File: src/rtl/instr_fetch.sv
// Instruction fetch stage: issues word fetches on a req/gnt/rvalid bus, buffers
// {pc, instr} pairs in a small FIFO for decode, and handles execute redirects.
module instr_fetch #(
  parameter int unsigned     XLEN       = 32,
  parameter logic [XLEN-1:0] BOOT_ADDR  = '0,
  parameter int unsigned     FIFO_DEPTH = 2
) (
  input  logic            clk_i,
  input  logic            rst_ni,
  output logic            imem_req_o,
  output logic [XLEN-1:0] imem_addr_o,
  input  logic            imem_gnt_i,
  input  logic            imem_rvalid_i,
  input  logic [XLEN-1:0] imem_rdata_i,
  input  logic            redirect_i,
  input  logic [XLEN-1:0] redirect_pc_i,
  output logic            fetch_instr_valid_o,
  output logic [XLEN-1:0] fetch_pc_r_o,
  output logic [XLEN-1:0] fetch_instr_o,
  input  logic            fetch_instr_ready_i,
  output logic            flush_decode_o
);

  localparam int unsigned PTR_W = $clog2(FIFO_DEPTH);
  localparam int unsigned CNT_W = $clog2(FIFO_DEPTH + 1);
  localparam logic [CNT_W-1:0] DEPTH_C  = CNT_W'(FIFO_DEPTH);
  localparam logic [CNT_W:0]   DEPTH_WC = (CNT_W + 1)'(FIFO_DEPTH);

  logic [XLEN-1:0]  fetch_pc_q, fetch_pc_d;
  logic [XLEN-1:0]  resp_pc_q, resp_pc_d;
  logic [CNT_W-1:0] count_q, count_d;
  logic [CNT_W-1:0] outst_q, outst_d;
  logic [CNT_W-1:0] discard_q, discard_d;
  logic [PTR_W-1:0] rd_ptr_q, rd_ptr_d;
  logic [PTR_W-1:0] wr_ptr_q, wr_ptr_d;
  logic             flush_q;

  logic [XLEN-1:0] pc_mem    [FIFO_DEPTH];
  logic [XLEN-1:0] instr_mem [FIFO_DEPTH];

  logic            pop, push, req, grant;
  logic [CNT_W:0]  credit;
  logic [XLEN-1:0] redirect_pc_al;
  logic            unused_pc_lsb;

  function automatic logic [PTR_W-1:0] ptr_inc(input logic [PTR_W-1:0] p);
    return (p == PTR_W'(FIFO_DEPTH - 1)) ? '0 : p + PTR_W'(1);
  endfunction

  assign redirect_pc_al = {redirect_pc_i[XLEN-1:2], 2'b00};
  assign unused_pc_lsb  = ^redirect_pc_i[1:0];

  // Credits cover buffered entries plus every in-flight response, including ones
  // that will be discarded, so a returning word always has a FIFO slot.
  always_comb begin
    pop    = (count_q != '0) & fetch_instr_ready_i;
    credit = {1'b0, count_q} + {1'b0, outst_q} - {{CNT_W{1'b0}}, pop};
    req    = ~redirect_i & (credit < DEPTH_WC);
    grant  = req & imem_gnt_i;
    push   = imem_rvalid_i & (discard_q == '0) & ~redirect_i;

    fetch_pc_d = fetch_pc_q;
    resp_pc_d  = resp_pc_q;
    count_d    = count_q;
    outst_d    = outst_q - CNT_W'(imem_rvalid_i);
    discard_d  = discard_q;
    rd_ptr_d   = rd_ptr_q;
    wr_ptr_d   = wr_ptr_q;

    if (redirect_i) begin
      fetch_pc_d = redirect_pc_al;
      resp_pc_d  = redirect_pc_al;
      count_d    = '0;
      rd_ptr_d   = '0;
      wr_ptr_d   = '0;
      discard_d  = outst_q - CNT_W'(imem_rvalid_i);
    end else begin
      if (grant) begin
        fetch_pc_d = fetch_pc_q + XLEN'(4);
        outst_d    = outst_q + CNT_W'(1) - CNT_W'(imem_rvalid_i);
      end
      if (imem_rvalid_i && discard_q != '0) discard_d = discard_q - CNT_W'(1);
      if (push) begin
        resp_pc_d = resp_pc_q + XLEN'(4);
        wr_ptr_d  = ptr_inc(wr_ptr_q);
      end
      if (pop) rd_ptr_d = ptr_inc(rd_ptr_q);
      count_d = count_q + CNT_W'(push) - CNT_W'(pop);
    end
  end

  always_ff @(posedge clk_i or negedge rst_ni) begin
    if (!rst_ni) begin
      fetch_pc_q <= BOOT_ADDR;
      resp_pc_q  <= BOOT_ADDR;
      count_q    <= '0;
      outst_q    <= '0;
      discard_q  <= '0;
      rd_ptr_q   <= '0;
      wr_ptr_q   <= '0;
      flush_q    <= 1'b0;
    end else begin
      fetch_pc_q <= fetch_pc_d;
      resp_pc_q  <= resp_pc_d;
      count_q    <= count_d;
      outst_q    <= outst_d;
      discard_q  <= discard_d;
      rd_ptr_q   <= rd_ptr_d;
      wr_ptr_q   <= wr_ptr_d;
      flush_q    <= redirect_i;
    end
  end

  always_ff @(posedge clk_i) begin
    if (push) begin
      pc_mem[wr_ptr_q]    <= resp_pc_q;
      instr_mem[wr_ptr_q] <= imem_rdata_i;
    end
  end

  always_ff @(posedge clk_i) begin
    if (rst_ni) assert (!(push && !pop && count_q == DEPTH_C));
  end

  assign imem_req_o          = req & rst_ni;
  assign imem_addr_o         = fetch_pc_q;
  assign fetch_instr_valid_o = (count_q != '0);
  assign fetch_pc_r_o        = pc_mem[rd_ptr_q];
  assign fetch_instr_o       = instr_mem[rd_ptr_q];
  assign flush_decode_o      = flush_q;

endmodule

File: config.mk
export PLATFORM = sky130hd
export DESIGN_NAME = instr_fetch
export DESIGN_NICKNAME = d
export VERILOG_FILES = /design/src/rtl/instr_fetch.sv
export SDC_FILE = /design/constraint.sdc
export NUM_CORES = 1
export LEC_CHECK = 0
export CORE_MARGIN = 4
export CORE_UTILIZATION = 35
export CTS_BUF_LIST = sky130_fd_sc_hd__clkbuf_16
export DETAILED_ROUTE_END_ITERATION = 12
export GPL_TIMING_DRIVEN = 0
export MAX_ROUTING_LAYER = met4
export PLACE_DENSITY_LB_ADDON = 0.25
export SLEW_MARGIN = 20
export SYNTH_ARGS = -nofsm -noshare
export SYNTH_HDL_FRONTEND = slang
export SYNTH_SLANG_ARGS = --single-unit
File: constraint.sdc
create_clock -name clk_i -period 10 [get_ports clk_i]
set_input_delay 2 -clock clk_i [delete_from_list [all_inputs] [get_ports clk_i]]
set_output_delay 2 -clock clk_i [all_outputs]
set_load 0.05 [all_outputs]
==> summary.md <==
The run finished with clean final reports. Input and output buffers added on the ports amount to 162. Across the whole layout, storage elements account for 5450 µm². The largest clock skew in the final design is 0.00960 ns. The cell area after layout was 11100 µm².

The final hold violation count was 0. The logs give 0.43 ns for the later-pin clock latency in the skew report and 0 for the max-slew violation count. Adding up every negative setup slack in the final design gives 0 ns. The maximum fanout encountered on the critical timing path is 10, and the critical path arrival is 4.63 ns. The leading area contributor after synthesis was sky130_fd_sc_hd__edfxtp_1. The cell depth of the worst flop-to-flop path is 10. For the number of antenna violations at the first check in global routing, the log shows 0. The proportion of layout cells with a drive suffix above 1 was 0.152. Combined global-route utilization of all metal layers: 0.161. The final core area utilization was 0.469. Entering global routing, the biggest net connects 56 pins.

The critical path goes through clkdlybuf4s50_1 -> clkbuf_1 -> clkbuf_1 -> nor4bb_1 -> clkdlybuf4s50_1. The largest single stage delay on the critical path is 0.74 ns. After the last flow step, the layout net total stands at 883. Together, buffers and inverters on the worst path number 4.

For this block, the via count after detailed routing is 5712. The top-area cell type share of the netlist area was 0.443; the first-pass detailed-route iteration total was 5. The slew at the pin closest to its max-slew limit was 0.760 ns; the maximum operating frequency was 151 MHz. 0 antenna diodes ended up in the layout.

The average via count per standard cell works out to 5.03. The tools report the end of the critical path as imem_req_o. The proportion of synthesized chip area in sequential cells was 0.649.

After legalization and detailed placement, the total HPWL measured 14800 µm. The initial cell density of the core is 0.357, and the die span in y is 163 µm. 169 I/O pins were placed.

The initialized floorplan defines 56 standard-cell rows. Subtracting the final worst setup slack from the clock period gives 6.63 ns. Most frequent cell after synthesis: sky130_fd_sc_hd__edfxtp_1.

The largest voltage drop on the vdd net was 96.3 µV. The clock-pin transition on the worst setup and hold timing paths was 0.07 ns. The count of nets left with antenna violations once routing finished came out at 0. The fraction of registers with async set/reset was 0.358; the synthesized netlist cell count was 616. Across all register-to-register paths, the minimum setup slack is 7.01 ns. The critical path runs through a total of 5 cells.

The most critical setup path has its startpoint at redirect_i. The tools report the critical path endpoint category as an output pin. Broken down by cell family, the worst path's largest delay share belongs to buffers and inverters. The Yosys warning count was 0. Power spread over the standard cell area amounts to 237 nW/µm². The via count of the first global-routing pass was 5697. The share of the clock period used by the worst path after layout is 0.663. In this run, post-CTS hold repair placed 0 buffers.

The commonest register cell after synthesis is sky130_fd_sc_hd__edfxtp_1. The number of clock buffers added by TritonCTS is 17. Each instance of the synthesized netlist takes up on average 13.6 µm². TritonCTS built the clock tree. Setup repair after global routing left no endpoint under its margin. The worst hold path begins at outst_q[1]. The total congestion overflow after global routing is 0. By area the synthesized netlist is led by sky130_fd_sc_hd__edfxtp_1 44%, sky130_fd_sc_hd__dfrtp_1 21%, sky130_fd_sc_hd__mux2_2 8.6%. The logs give 0.493 for the relative slew slack and 2159 for the final-layout fill cell count. In this run the cell area of the synthesized design comes to 8400 µm². The type of origin of the critical path is an input port.

The critical path is of the in -> out type. Once placement finished, the instance area stood at 10500 µm². The tree is rooted in a sky130_fd_sc_hd__clkbuf_16. Buffers added to address setup during post-CTS repair amount to 0. At the end of routability-driven placement, the weighted congestion stood at 0.832. The first global-routing pass estimated 31700 µm of wire. The floorplan step set the die width to 163 µm. The final wirelength is 20500 µm.

The floorplan step defined a die boundary enclosing 26500 µm². Counting flops with a built-in enable in the synthesized netlist gives 124. The tools report the worst-case clock buffer depth as 2. Setup violations remaining at the end of the flow were counted as 0. Number of distinct standard cells referenced by the synthesized netlist: 57.

The average routed wire per standard cell was 18.0 µm. The path class of the tightest hold or removal check is reg -> reg. The number of gates resized after CTS was 0; the relative area change from synthesis to final layout was 31.6%.

The placeable core region came out at 23500 µm². The clock sink total was 193; the hold-critical path depth was 1. For this run, design rule violations remaining after detail routing come to 0. The number of maximum-capacitance violations came out at 0. The startpoint identified for the worst register-to-register timing path is count_q[1]. The required arrival time at the worst endpoint is 8.00 ns.

In the final layout, the multi-input gates occupy 2800 µm². The tools report the worst flop-to-flop path endpoint as imem_addr_o[11]. The first routing iteration left 336 violations. The clock tree synthesis step divided the H-tree into 4 levels. The static leakage came out at 3.93 nW. The largest individual stage delay along the critical path comes from the cell sky130_fd_sc_hd__clkdlybuf4s50_1. On the final layout, the worst hold slack is 0.510 ns. By count the netlist is led by 124 x sky130_fd_sc_hd__edfxtp_1, 69 x sky130_fd_sc_hd__dfrtp_1, 64 x sky130_fd_sc_hd__mux2_2, 59 x sky130_fd_sc_hd__nand2_1, 29 x sky130_fd_sc_hd__nand3_1. Register bit count reported by yosys: 193.
cells by family after synthesis:
| logic type | Yosys count | synth area share |
|---|---|---|
| flip-flops | 193 | 0.649 |
| AND/OR/NAND/NOR | 180 | 0.120 |
| AO/OA/AOI/OAI | 88 | 0.0655 |
| multiplexers | 66 | 0.0882 |
| XOR/XNOR | 40 | 0.0426 |
| buffers and inverters | 39 | 0.0204 |
| adder cells (fa/ha/maj) | 9 | 0.0143 |
| other | 1 | 0.000446 |
state kept, by name (all words and copies together) (netlist names):
register,cells
count_q,2
discard_q,2
flush_decode_o,1
imem_addr_o,30
instr_mem,64
outst_q,2
pc_mem,60
rd_ptr_q,1
resp_pc_q,30
wr_ptr_q,1
worst min-delay path by stage:
stage / slack (ns) / end
2_1_floorplan: 0.46 / pc_mem[0][31]
5_1_grt: 0.55 / pc_mem[1][31]
3_3_place_gp: 0.51 / outst_q[1]
4_1_cts: 0.52 / outst_q[1]
6_report: 0.51 / outst_q[1]
3_5_place_dp: 0.51 / outst_q[1]
power by group:
group          switching, mW  internal (mW)  total (mW)  leakage, nW
Sequential            0.0851          0.945        1.03         1.96
Clock                  0.293          0.315       0.609        0.251
Combinational          0.622          0.363       0.985         1.72
metal layers:
layer  track usage  routed length, µm
met1         0.226               9750
met2         0.236               9000
met3        0.0281               1270
met4        0.0568                442
met5             -                  0
metrics by stage:
step / cells / power [mW] / setup slack, ns
2_1_floorplan: 619 / 1.70 / 3.64
3_3_place_gp: 1100 / 2.03 / 1.57
3_5_place_dp: 1104 / 2.04 / 3.35
4_1_cts: 1136 / 2.65 / 3.34
5_1_grt: 1136 / 2.75 / 3.30
6_report: 1136 / 2.62 / 3.37
cell type report:
cell class | instances | area share
inverters | 12 | 0.00408
well taps | 319 | 0.0361
plain buffers | 27 | 0.0114
clock inverters | 15 | 0.00872
multi-input cells | 387 | 0.254
flip-flops and latches | 193 | 0.493
repair buffers | 166 | 0.154
clock buffers | 17 | 0.0385
cells in the final DEF (no fill, tap or decap), types with 4 or more instances in the layout:
cell type / instances
sky130_fd_sc_hd__a21oi_1: 9
sky130_fd_sc_hd__a31oi_1: 4
sky130_fd_sc_hd__and2_1: 5
sky130_fd_sc_hd__and3_1: 14
sky130_fd_sc_hd__buf_1: 5
sky130_fd_sc_hd__buf_2: 5
sky130_fd_sc_hd__buf_4: 6
sky130_fd_sc_hd__clkbuf_1: 12
sky130_fd_sc_hd__clkbuf_16: 17
sky130_fd_sc_hd__clkdlybuf4s50_1: 161
sky130_fd_sc_hd__clkinvlp_4: 5
sky130_fd_sc_hd__conb_1: 4
sky130_fd_sc_hd__dfrtp_1: 69
sky130_fd_sc_hd__edfxtp_1: 124
sky130_fd_sc_hd__ha_1: 8
sky130_fd_sc_hd__inv_1: 14
sky130_fd_sc_hd__mux2_2: 64
sky130_fd_sc_hd__nand2_1: 59
sky130_fd_sc_hd__nand3_1: 29
sky130_fd_sc_hd__nand4_1: 21
sky130_fd_sc_hd__nor2_1: 20
sky130_fd_sc_hd__o211ai_1: 13
sky130_fd_sc_hd__o21ai_0: 21
sky130_fd_sc_hd__o21ai_1: 21
sky130_fd_sc_hd__o311ai_1: 8
sky130_fd_sc_hd__xnor2_1: 18
sky130_fd_sc_hd__xor2_1: 21
worst reg2reg max path, stage by stage, from the launching register on:
cell and delay (ns):
sky130_fd_sc_hd__dfrtp_1 0.41, sky130_fd_sc_hd__or2_2 0.31, sky130_fd_sc_hd__nand2_1 0.16, sky130_fd_sc_hd__nor2_1 0.09
sky130_fd_sc_hd__fa_1 0.44, sky130_fd_sc_hd__xnor2_2 0.35, sky130_fd_sc_hd__nor2_1 0.21, sky130_fd_sc_hd__nor2_2 0.34
sky130_fd_sc_hd__buf_2 0.33, sky130_fd_sc_hd__o21ai_0 0.13, sky130_fd_sc_hd__o211ai_1 0.12
No activity file was read; power rests on OpenSTA's default activity.
